### src/rtl/uart_peek_pkg.sv
// Shared opcode/status encodings and FSM state type for the UART peek bridge.
package uart_peek_pkg;

    localparam logic [7:0] OP_READ_ONE   = 8'h01;
    localparam logic [7:0] OP_READ_BURST = 8'h02;
    localparam logic [7:0] OP_SWEEP      = 8'h03;

    localparam logic [7:0] ST_OK         = 8'h00;
    localparam logic [7:0] ST_BAD_OP     = 8'hEE;
    localparam logic [7:0] ST_BAD_ID     = 8'hE1;

    typedef enum logic [2:0] {
        S_IDLE,
        S_ARGS,
        S_STATUS,
        S_ISSUE,
        S_WAIT,
        S_CAPTURE,
        S_SEND,
        S_NEXT
    } state_e;

endpackage

### src/rtl/word_serializer.sv
// Loads a W-bit word and emits load_nbytes bytes LSB-first over a
// valid/ready byte interface; done pulses as the last byte is accepted.
module word_serializer #(
    parameter  int W    = 32,
    localparam int NB   = W / 8,
    localparam int NB_W = $clog2(NB + 1)
) (
    input  logic            clk,
    input  logic            rst_n,
    input  logic            load,
    input  logic [W-1:0]    load_data,
    input  logic [NB_W-1:0] load_nbytes,
    output logic [7:0]      tx_data,
    output logic            tx_valid,
    input  logic            tx_ready,
    output logic            done
);

    logic [W-1:0]    shreg_q, shreg_d;
    logic [NB_W-1:0] left_q, left_d;
    logic            valid_q, valid_d;

    // Shift out on each accepted byte; a new word is only taken when idle.
    always_comb begin
        // NOTE: every variable gets a default first so no path leaves it unassigned (no latch).
        shreg_d = shreg_q;
        left_d  = left_q;
        valid_d = valid_q;
        done    = 1'b0;
        if (valid_q && tx_ready) begin
            shreg_d = shreg_q >> 8;
            left_d  = left_q - NB_W'(1);
            if (left_q == NB_W'(1)) begin
                valid_d = 1'b0;
                done    = 1'b1;
            end
        end else if (load && !valid_q) begin
            shreg_d = load_data;
            left_d  = load_nbytes;
            valid_d = (load_nbytes != '0);
        end
    end

    // Serializer state register; reset clears any byte in flight.
    always_ff @(posedge clk or negedge rst_n) begin
        if (!rst_n) begin
            // NOTE: sequential state uses non-blocking assignments so all flops update together.
            shreg_q <= '0;
            left_q  <= '0;
            valid_q <= 1'b0;
        end else begin
            shreg_q <= shreg_d;
            left_q  <= left_d;
            valid_q <= valid_d;
        end
    end

    // tx_data comes straight from the shift register, so it holds while stalled.
    assign tx_data  = shreg_q[7:0];
    assign tx_valid = valid_q;

endmodule

### src/rtl/uart_peek_bridge.sv
// Host-driven debug bridge: parses UART commands, issues peek reads and
// streams a status byte followed by data words LSB-first back over UART.
module uart_peek_bridge
    import uart_peek_pkg::*;
#(
    parameter int DATA_W         = 32,
    parameter int ADDR_W         = 32,
    parameter int ID_W           = 4,
    parameter int NODES          = 16,
    parameter int WORDS_PER_NODE = 1024,
    parameter int PEEK_LAT       = 1,
    parameter int RX_TIMEOUT     = 100000
) (
    input  logic              clk,
    input  logic              rst_n,
    input  logic [7:0]        rx_data,
    input  logic              rx_valid,
    output logic [7:0]        tx_data,
    output logic              tx_valid,
    input  logic              tx_ready,
    output logic [ID_W-1:0]   peek_id,
    output logic [ADDR_W-1:0] peek_addr,
    input  logic [DATA_W-1:0] peek_data,
    output logic              busy,
    output logic              err,
    output logic              rx_drop
);

    localparam int A      = ADDR_W / 8;
    localparam int TOTAL  = NODES * WORDS_PER_NODE;
    localparam int CNT_W  = ($clog2(TOTAL + 1) > 16) ? $clog2(TOTAL + 1) : 16;
    localparam int TMO_W  = $clog2(RX_TIMEOUT + 1);
    localparam int LAT_W  = $clog2(PEEK_LAT + 1);
    localparam int NB_W   = $clog2(DATA_W / 8 + 1);

    state_e            state_q, state_d;
    logic [7:0]        op_q, op_d;
    logic [7:0]        arg_idx_q, arg_idx_d;
    logic [ADDR_W-1:0] cur_addr_q, cur_addr_d;
    logic [ID_W-1:0]   cur_id_q, cur_id_d;
    logic              bad_id_q, bad_id_d;
    logic [7:0]        cnt_lo_q, cnt_lo_d;
    logic [CNT_W-1:0]  rem_q, rem_d;
    logic [TMO_W-1:0]  timer_q, timer_d;
    logic [LAT_W-1:0]  wait_q, wait_d;
    logic [ID_W-1:0]   peek_id_q, peek_id_d;
    logic [ADDR_W-1:0] peek_addr_q, peek_addr_d;

    logic              ser_load;
    logic [DATA_W-1:0] ser_data;
    logic [NB_W-1:0]   ser_nbytes;
    logic              ser_done;

    logic              id_bad_rx;
    logic              bad_now;
    logic [7:0]        last_idx;

    assign id_bad_rx = ({1'b0, rx_data} >= 9'(NODES));
    assign bad_now   = (arg_idx_q == 8'(A)) ? id_bad_rx : bad_id_q;
    assign last_idx  = (op_q == OP_READ_ONE) ? 8'(A) : 8'(A + 2);

    // Command parser, peek sequencer and response control.
    always_comb begin
        state_d     = state_q;
        op_d        = op_q;
        arg_idx_d   = arg_idx_q;
        cur_addr_d  = cur_addr_q;
        cur_id_d    = cur_id_q;
        bad_id_d    = bad_id_q;
        cnt_lo_d    = cnt_lo_q;
        rem_d       = rem_q;
        timer_d     = timer_q;
        wait_d      = wait_q;
        peek_id_d   = peek_id_q;
        peek_addr_d = peek_addr_q;
        ser_load    = 1'b0;
        ser_data    = '0;
        ser_nbytes  = '0;
        err         = 1'b0;
        rx_drop     = rx_valid && (state_q != S_IDLE) && (state_q != S_ARGS);

        case (state_q)
            S_IDLE: begin
                if (rx_valid) begin
                    op_d      = rx_data;
                    arg_idx_d = '0;
                    timer_d   = '0;
                    bad_id_d  = 1'b0;
                    case (rx_data)
                        OP_READ_ONE, OP_READ_BURST: state_d = S_ARGS;
                        OP_SWEEP: begin
                            cur_addr_d = '0;
                            cur_id_d   = '0;
                            rem_d      = CNT_W'(TOTAL);
                            ser_load   = 1'b1;
                            ser_data   = DATA_W'(ST_OK);
                            ser_nbytes = NB_W'(1);
                            state_d    = S_STATUS;
                        end
                        default: begin
                            err        = 1'b1;
                            rem_d      = '0;
                            ser_load   = 1'b1;
                            ser_data   = DATA_W'(ST_BAD_OP);
                            ser_nbytes = NB_W'(1);
                            state_d    = S_STATUS;
                        end
                    endcase
                end
            end

            S_ARGS: begin
                if (timer_q == TMO_W'(RX_TIMEOUT - 1)) begin
                    // Stale partial command: discard it, including any byte arriving now.
                    err     = 1'b1;
                    rx_drop = rx_valid;
                    state_d = S_IDLE;
                end else if (rx_valid) begin
                    timer_d   = '0;
                    arg_idx_d = arg_idx_q + 8'd1;
                    if (arg_idx_q < 8'(A)) begin
                        cur_addr_d = (cur_addr_q >> 8) | (ADDR_W'(rx_data) << (ADDR_W - 8));
                    end else if (arg_idx_q == 8'(A)) begin
                        cur_id_d = rx_data[ID_W-1:0];
                        bad_id_d = id_bad_rx;
                    end else begin
                        cnt_lo_d = rx_data;
                    end
                    if (arg_idx_q == last_idx) begin
                        ser_load   = 1'b1;
                        ser_nbytes = NB_W'(1);
                        state_d    = S_STATUS;
                        if (bad_now) begin
                            err      = 1'b1;
                            rem_d    = '0;
                            ser_data = DATA_W'(ST_BAD_ID);
                        end else begin
                            ser_data = DATA_W'(ST_OK);
                            rem_d    = (op_q == OP_READ_ONE) ? CNT_W'(1)
                                                             : CNT_W'({rx_data, cnt_lo_q});
                        end
                    end
                end else begin
                    timer_d = timer_q + TMO_W'(1);
                end
            end

            S_STATUS: begin
                if (ser_done) state_d = (rem_q == '0) ? S_IDLE : S_ISSUE;
            end

            S_ISSUE: begin
                peek_id_d   = cur_id_q;
                peek_addr_d = cur_addr_q;
                wait_d      = '0;
                state_d     = S_WAIT;
            end

            S_WAIT: begin
                if (wait_q == LAT_W'(PEEK_LAT - 1)) state_d = S_CAPTURE;
                else                                 wait_d  = wait_q + LAT_W'(1);
            end

            S_CAPTURE: begin
                ser_load   = 1'b1;
                ser_data   = peek_data;
                ser_nbytes = NB_W'(DATA_W / 8);
                rem_d      = rem_q - CNT_W'(1);
                if (cur_addr_q == ADDR_W'(WORDS_PER_NODE - 1)) begin
                    cur_addr_d = '0;
                    cur_id_d   = (cur_id_q == ID_W'(NODES - 1)) ? '0 : cur_id_q + ID_W'(1);
                end else begin
                    cur_addr_d = cur_addr_q + ADDR_W'(1);
                end
                state_d = S_SEND;
            end

            S_SEND: begin
                if (ser_done) state_d = S_NEXT;
            end

            S_NEXT: begin
                state_d = (rem_q == '0) ? S_IDLE : S_ISSUE;
            end

            default: state_d = S_IDLE;
        endcase
    end

    // State and datapath registers; reset aborts any command or response.
    always_ff @(posedge clk or negedge rst_n) begin
        if (!rst_n) begin
            state_q     <= S_IDLE;
            op_q        <= '0;
            arg_idx_q   <= '0;
            cur_addr_q  <= '0;
            cur_id_q    <= '0;
            bad_id_q    <= 1'b0;
            cnt_lo_q    <= '0;
            rem_q       <= '0;
            timer_q     <= '0;
            wait_q      <= '0;
            peek_id_q   <= '0;
            peek_addr_q <= '0;
        end else begin
            state_q     <= state_d;
            op_q        <= op_d;
            arg_idx_q   <= arg_idx_d;
            cur_addr_q  <= cur_addr_d;
            cur_id_q    <= cur_id_d;
            bad_id_q    <= bad_id_d;
            cnt_lo_q    <= cnt_lo_d;
            rem_q       <= rem_d;
            timer_q     <= timer_d;
            wait_q      <= wait_d;
            peek_id_q   <= peek_id_d;
            peek_addr_q <= peek_addr_d;
        end
    end

    word_serializer #(.W(DATA_W)) u_ser (
        .clk         (clk),
        .rst_n       (rst_n),
        .load        (ser_load),
        .load_data   (ser_data),
        .load_nbytes (ser_nbytes),
        .tx_data     (tx_data),
        .tx_valid    (tx_valid),
        .tx_ready    (tx_ready),
        .done        (ser_done)
    );

    assign peek_id   = peek_id_q;
    assign peek_addr = peek_addr_q;
    assign busy      = (state_q != S_IDLE);

endmodule

### config.mk
export PLATFORM = sky130hd
export DESIGN_NAME = uart_peek_bridge
export DESIGN_NICKNAME = d
export VERILOG_FILES = /design/src/rtl/uart_peek_pkg.sv /design/src/rtl/word_serializer.sv /design/src/rtl/uart_peek_bridge.sv
export SDC_FILE = /design/constraint.sdc
export NUM_CORES = 1
export LEC_CHECK = 0
export CORE_ASPECT_RATIO = 0.8
export CORE_MARGIN = 4
export CORE_UTILIZATION = 40
export DETAILED_ROUTE_END_ITERATION = 12
export PLACE_DENSITY = 0.65
export SLEW_MARGIN = 10
export SYNTH_ARGS = -nofsm -noshare
export SYNTH_HDL_FRONTEND = slang
export SYNTH_SLANG_ARGS = --single-unit
### constraint.sdc
create_clock -name clk -period 4.06 [get_ports clk]
set_input_delay 0.812 -clock clk [delete_from_list [all_inputs] [get_ports clk]]
set_output_delay 0.812 -clock clk [all_outputs]
set_load 0.01 [all_outputs]
==> impl_metrics.ini, run 1 <==
[outcome]
status = finished clean

[place]
post-place-ws_ps = 185
portBuffers = 91
hpwl_um = 16700
place_congestion = 0.876

[clock_tree]
cts_root_buffer = clkbuf_16
htreeDepth = 4
clk_pin_slew_ps = 70
cts_resized = 0
cts_setup_buffers = 0
ctsHoldBuffers = 0
insertion_delay_ps = 440
clk_path_buf_depth = 2
cts_tree = done
cts_buffers = 17
cts.sinks = 169

[global_route]
track_usage_pct = 19.9
grt_overflow = 0
grt_pass1_vias = 7353
grt_pass1_wl_um = 39900
antenna_found_initial = 0
grt_max_degree = 76

[power_and_ir_drop]
seqPwrFrac_pct = 36.0
swShare_pct = 38.5
p_switching_mw = 2.89
irDropWorstVdd_uv = 380
p_clk_share_pct = 24.5
p_per_area_mw_per_mm2 = 690
p_int_mw = 4.61
comb_power_share_pct = 39.5
p_leak_nw = 4.53

[sta]
setup_viol = 0
period_share_pct = 96.0
whs_ps = 392
setup_tns_ps = 0
worstMarginPinSlew_ps = 901
clock_skew_ps = 13.1
rsz0062_at_grt = false
fin_ws_ps = 164
finalCriticalPeriod_ps = 3900
report.final.slew_viol_count = 0
hold_viol_final = 0
slew_headroom_pct = 39.7
fmaxAchievable_mhz = 257

[route]
wl_per_cell_um = 18.0
avgViaCountPerCell = 5.69
routed_wirelength_um = 24200
vias = 7638
drtIter0Drc = 614
firstDrtPassIters = 5
drc = 0
antenna_left = 0

[floorplanning]
num_rows = 48
die_height_um = 141
core_sq_mm = 0.0217
initial_core_util_pct = 41.0
dieWidth_um = 175
ioPinCount = 92
die_area_sq_mm = 0.0247

[setup_path]
worst-path-max-fanout = 6
crit_path_start_kind = flip-flop
crit_type = flip-flop to output port
reg2regPathDepth = 8
cp.required_ps = 3250
arrival_ps = 3080
critPathCaptureType = output port

[logic_synthesis]
postSynthAreaPerCell_sq_um = 9.37
syn-num-nets = 1002
ys_warn_count = 0
async_flop_share_pct = 100
yosysMostFrequentCell = dfrtp_1
synthTopCellsByCount = dfrtp_1, nand2_1, nor2_1
synth_largest_area_cell = dfrtp_1
synth_edf_count = 0
synthTopCellsByArea = dfrtp_1, mux2_2, nand2_1, o21ai_0, nor2_1
netlist_area_sq_mm = 0.00890
syn-instance-count = 950
synth-seq-cells = 169
ys_types = 70
yosysTopAreaCellShare_pct = 47.5
yosysSeqAreaShare_pct = 47.5
synth_flop_cell = dfrtp_1

[layout]
area_growth_pct = 22.1
drive_gt1_share_pct = 13.4
finalNetCount = 1082
fillers = 2066
seqCellArea_sq_mm = 0.00423
num_antenna_cells = 0
multiInputGateArea_sq_mm = 0.00430

[min_path]
hold_class = input pin to async pin

[job]
max_cap_violations = 0
[final cells by class]
cell class / count / area share, %
inverters: 26 / 0.898
multi-input cells: 689 / 39.5
well taps: 300 / 3.45
clock buffers: 20 / 4.29
flip-flops and latches: 169 / 38.9
repair buffers: 127 / 11.1
clock inverters: 12 / 1.82
[final timing paths]
check,endpoint,slack (ps),start
max in group asynchronous,cur_id_q[2],2760,rst_n
min in group clk,peek_addr[23],490,peek_addr[23]
worst max-delay path,rx_drop,160,timer_q[8]
worst min register to register,peek_addr[23],490,peek_addr[23]
worst min-delay path,u_ser.shreg_q[4],390,rst_n
worst max register to register,cur_addr_q[26],1150,state_q[0]
[per-layer routing]
layer / vias up / global-route usage [%] / routed length, um
met5: - / 0 / 0
met4: 0 / 5.41 / 285
met3: 25 / 4.37 / 1420
met2: 215 / 29.3 / 10600
met1: 3772 / 29.7 / 11900
li1: 3626 / - / -
[sequential cells by signal, summed over array words and instances, names as in the netlist]
name and flops:
arg_idx_q 8, bad_id_q 1, cnt_lo_q 8, cur_addr_q 32, cur_id_q 4, op_q 8
peek_addr 32, peek_id 4, rem_q 16, state_q 3, timer_q 17, u_ser.left_q 3
u_ser.shreg_q 32, u_ser.tx_valid 1
[worst max-delay path: stages (launching register included)]
cell,delay [ps]
dfrtp_1,410
or4_1,580
or4_4,620
o21ai_0,180
buf_4,160
and2_1,140
clkdlybuf4s50_1,540
[cells by family after synthesis]
group,synth area share [%]
xor+xnor,2.46
simple gates,20.4
mux,5.94
flops,47.5
fa+ha+maj,1.24
buf+inv,4.55
compound gates,17.9
[power groups by stage]
stage	registers, mW	clock network, mW	logic (mW)
final	2.70	1.84	2.97
after detailed placement	2.71	0	2.96
after global placement	2.71	0	2.90
after CTS	2.69	1.87	2.96
after global routing	2.78	1.94	3.30
after floorplan	2.54	0	2.09
[per-stage QoR]
step	area [sq um]	total power, mW	utilization [%]	std cells
detailed placement	10200	5.67	46.9	1311
finish	10900	7.50	50.0	1343
CTS	10900	7.52	50.0	1343
global route	10900	8.02	50.0	1343
floorplan	8900	4.63	-	950
global placement	10200	5.60	46.9	1311
[cell usage in the layout, fill, tap and decap left out, types with 7 or more instances in the layout]
master           netlist  routed
a211oi_1               9       9
a21oi_1               29      29
a221o_1                7       7
a22o_1                17      17
a22oi_1               10      10
a31oi_1               27      27
and2_1                 8       8
and3_1                13      13
buf_4                  8      34
clkbuf_16              0      17
clkdlybuf4s50_1        0      90
dfrtp_1              169     169
ha_1                   8       8
inv_1                 24      24
mux2_2                47      47
nand2_1              120     119
nand3_1               42      42
nand4_1               19      19
nor2_1                85      84
nor3_1                20      20
nor3b_1                8       7
nor4_1                16      16
o21ai_0               66      66
o22ai_1                7       7
or3_1                  9       9
xnor2_1                8       8
xor2_1                17      17
Note: power is estimated with default switching activity, not from simulation.
==> run 2, diff against run 1 <==
--- a/config.mk
+++ b/config.mk
@@ -5,11 +5,12 @@
 export SDC_FILE = /design/constraint.sdc
 export NUM_CORES = 1
 export LEC_CHECK = 0
+export ABC_AREA = 1
 export CORE_ASPECT_RATIO = 0.8
 export CORE_MARGIN = 4
 export CORE_UTILIZATION = 40
 export DETAILED_ROUTE_END_ITERATION = 12
-export PLACE_DENSITY = 0.65
+export PLACE_DENSITY = 0.64
 export SLEW_MARGIN = 10
 export SYNTH_ARGS = -nofsm -noshare
 export SYNTH_HDL_FRONTEND = slang
==> run 2 against run 1 <==
  * Synthesized cell count up 38%
  * Sequential power down 8.5%
  * Setup slack better by 260 ps
==> impl_metrics.ini, run 2 <==
[logic_synthesis]
yosysSeqAreaShare_pct = 44.4
ys_warn_count = 0
ys_types = 39
synth_largest_area_cell = dfrtp_1
synthTopCellsByCount = nand2_1, dfrtp_1, o21ai_0
async_flop_share_pct = 100
netlist_area_sq_mm = 0.00952
postSynthAreaPerCell_sq_um = 7.24
synth_edf_count = 0
synth_flop_cell = dfrtp_1
yosysMostFrequentCell = nand2_1
yosysTopAreaCellShare_pct = 44.4
synth-seq-cells = 169
syn-instance-count = 1315
syn-num-nets = 1367
synthTopCellsByArea = dfrtp_1, nand2_1, o21ai_0, nand3_1, inv_1

[clock_tree]
cts_root_buffer = clkbuf_16
cts_tree = done
cts_resized = 0
htreeDepth = 4
clk_pin_slew_ps = 60
cts_buffers = 17
clk_path_buf_depth = 2
ctsHoldBuffers = 0
insertion_delay_ps = 430
cts.sinks = 169
cts_setup_buffers = 0

[setup_path]
crit_type = input pin to output port
critPathCaptureType = output port
cp.required_ps = 3250
r2r_setup_slack_ps = 1490
reg2reg_from = state_q[0]
worst-path-max-fanout = 7
arrival_ps = 2820
crit_start = rx_data[7]
max_stage_delay_ps = 520
crit_path_start_kind = input pin
crit_top_cell = nand3_1
slowest_stage = clkdlybuf4s50_1
path_cells = clkdlybuf4s50_1, nor2_1, nand3_1, nor2_1, nand2_1, nand3_1, nand3_1, clkdlybuf4s50_1

[sta]
setup_viol = 0
finalCriticalPeriod_ps = 3630
setup_tns_ps = 0
rsz0062_at_grt = false
slew_headroom_pct = 49.9
worstMarginPinSlew_ps = 746
whs_ps = 378
period_share_pct = 89.5
hold_viol_final = 0
report.final.slew_viol_count = 0
fmaxAchievable_mhz = 275
clock_skew_ps = 16.7

[global_route]
grt_overflow = 0
grt_pass1_vias = 8281
track_usage_pct = 19.6
grt_max_degree = 69
grt_pass1_wl_um = 42800
antenna_found_initial = 0

[outcome]
status = finished clean

[layout]
layout_commonest_cell = nand2_1
drive_gt1_share_pct = 6.08
finalNetCount = 1437
num_antenna_cells = 0
area_growth_pct = 18.5
layout_common_cells = nand2_1, dfrtp_1, o21ai_0, inv_1

[place]
portBuffers = 91
place_congestion = 0.940
hpwl_um = 18500

[floorplanning]
core_sq_mm = 0.0234
die_area_sq_mm = 0.0264
dieWidth_um = 181
die_height_um = 146
ioPinCount = 92
num_rows = 50
initial_core_util_pct = 40.7

[job]
max_cap_violations = 0

[route]
vias = 8817
firstDrtPassIters = 5
routed_wirelength_um = 25800
antenna_left = 0
wl_per_cell_um = 15.1
drtIter0Drc = 923
avgViaCountPerCell = 5.16
drc = 0

[power_and_ir_drop]
p_leak_nw = 5.06
p_per_area_mw_per_mm2 = 635
irDropWorstVdd_uv = 352

[min_path]
hold_class = input pin to async pin
-- run 2: layer usage --
metal,share of wire (%),routed length [um],up-vias,track usage [%]
li1,-,-,4399,-
met1,50,13000,4115,29.5
met2,42,10900,270,29.5
met3,6.0,1540,33,3.71
met4,1.2,317,0,4.16
met5,0,0,-,0
-- run 2: critical path: cells and delay by family --
kind | cells | cell delay [ps]
and+or+nand+nor | 6 | 1040
buffers and inverters | 2 | 960
-- run 2: metrics by stage --
stage / utilization, % / worst slack, ps / total power [mW] / instances / instance area [sq um]
6_report: 48.2 / 428 / 7.16 / 1709 / 11300
5_1_grt: 48.2 / 281 / 7.71 / 1709 / 11300
2_1_floorplan: - / 1660 / 4.46 / 1315 / 9520
3_5_place_dp: 45.6 / 462 / 5.46 / 1678 / 10700
3_3_place_gp: 45.6 / 478 / 5.40 / 1678 / 10700
4_1_cts: 48.2 / 440 / 7.21 / 1709 / 11300
-- run 2: final timing paths --
path / endpoint / cells past startpoint
max in group asynchronous: cur_addr_q[1] / 2
setup / recovery: err / 8
hold reg to reg: u_ser.shreg_q[8] / 2
min in group clk: u_ser.shreg_q[8] / 2
hold / removal: cur_addr_q[27] / 1
setup reg to reg: u_ser.left_q[2] / 12
-- run 2: power by group --
group / internal [mW] / switching, mW / total (mW)
clock network: 1.00 / 0.724 / 1.72
registers: 2.12 / 0.346 / 2.47
logic: 1.03 / 1.93 / 2.97
total: 4.16 / 3.00 / 7.16
-- run 2: cell type report --
cell class | count | area, sq um
Inverter | 140 | 526
Multi-Input combinational cell | 951 | 4500
Clock inverter | 13 | 180
Timing Repair Buffer | 106 | 1020
Clock buffer | 18 | 439
Fill cell | 2341 | 12100
Sequential cell | 169 | 4230
Tap cell | 312 | 390
-- run 2: logic make-up after synthesis --
kind of cell / share of synthesized area [%]
AND/OR/NAND/NOR: 31.1
AO/OA/AOI/OAI: 12.1
buffers and inverters: 8.47
flip-flops: 44.4
XOR/XNOR: 2.30
adder cells (fa/ha/maj): 1.05
multiplexers: 0.591
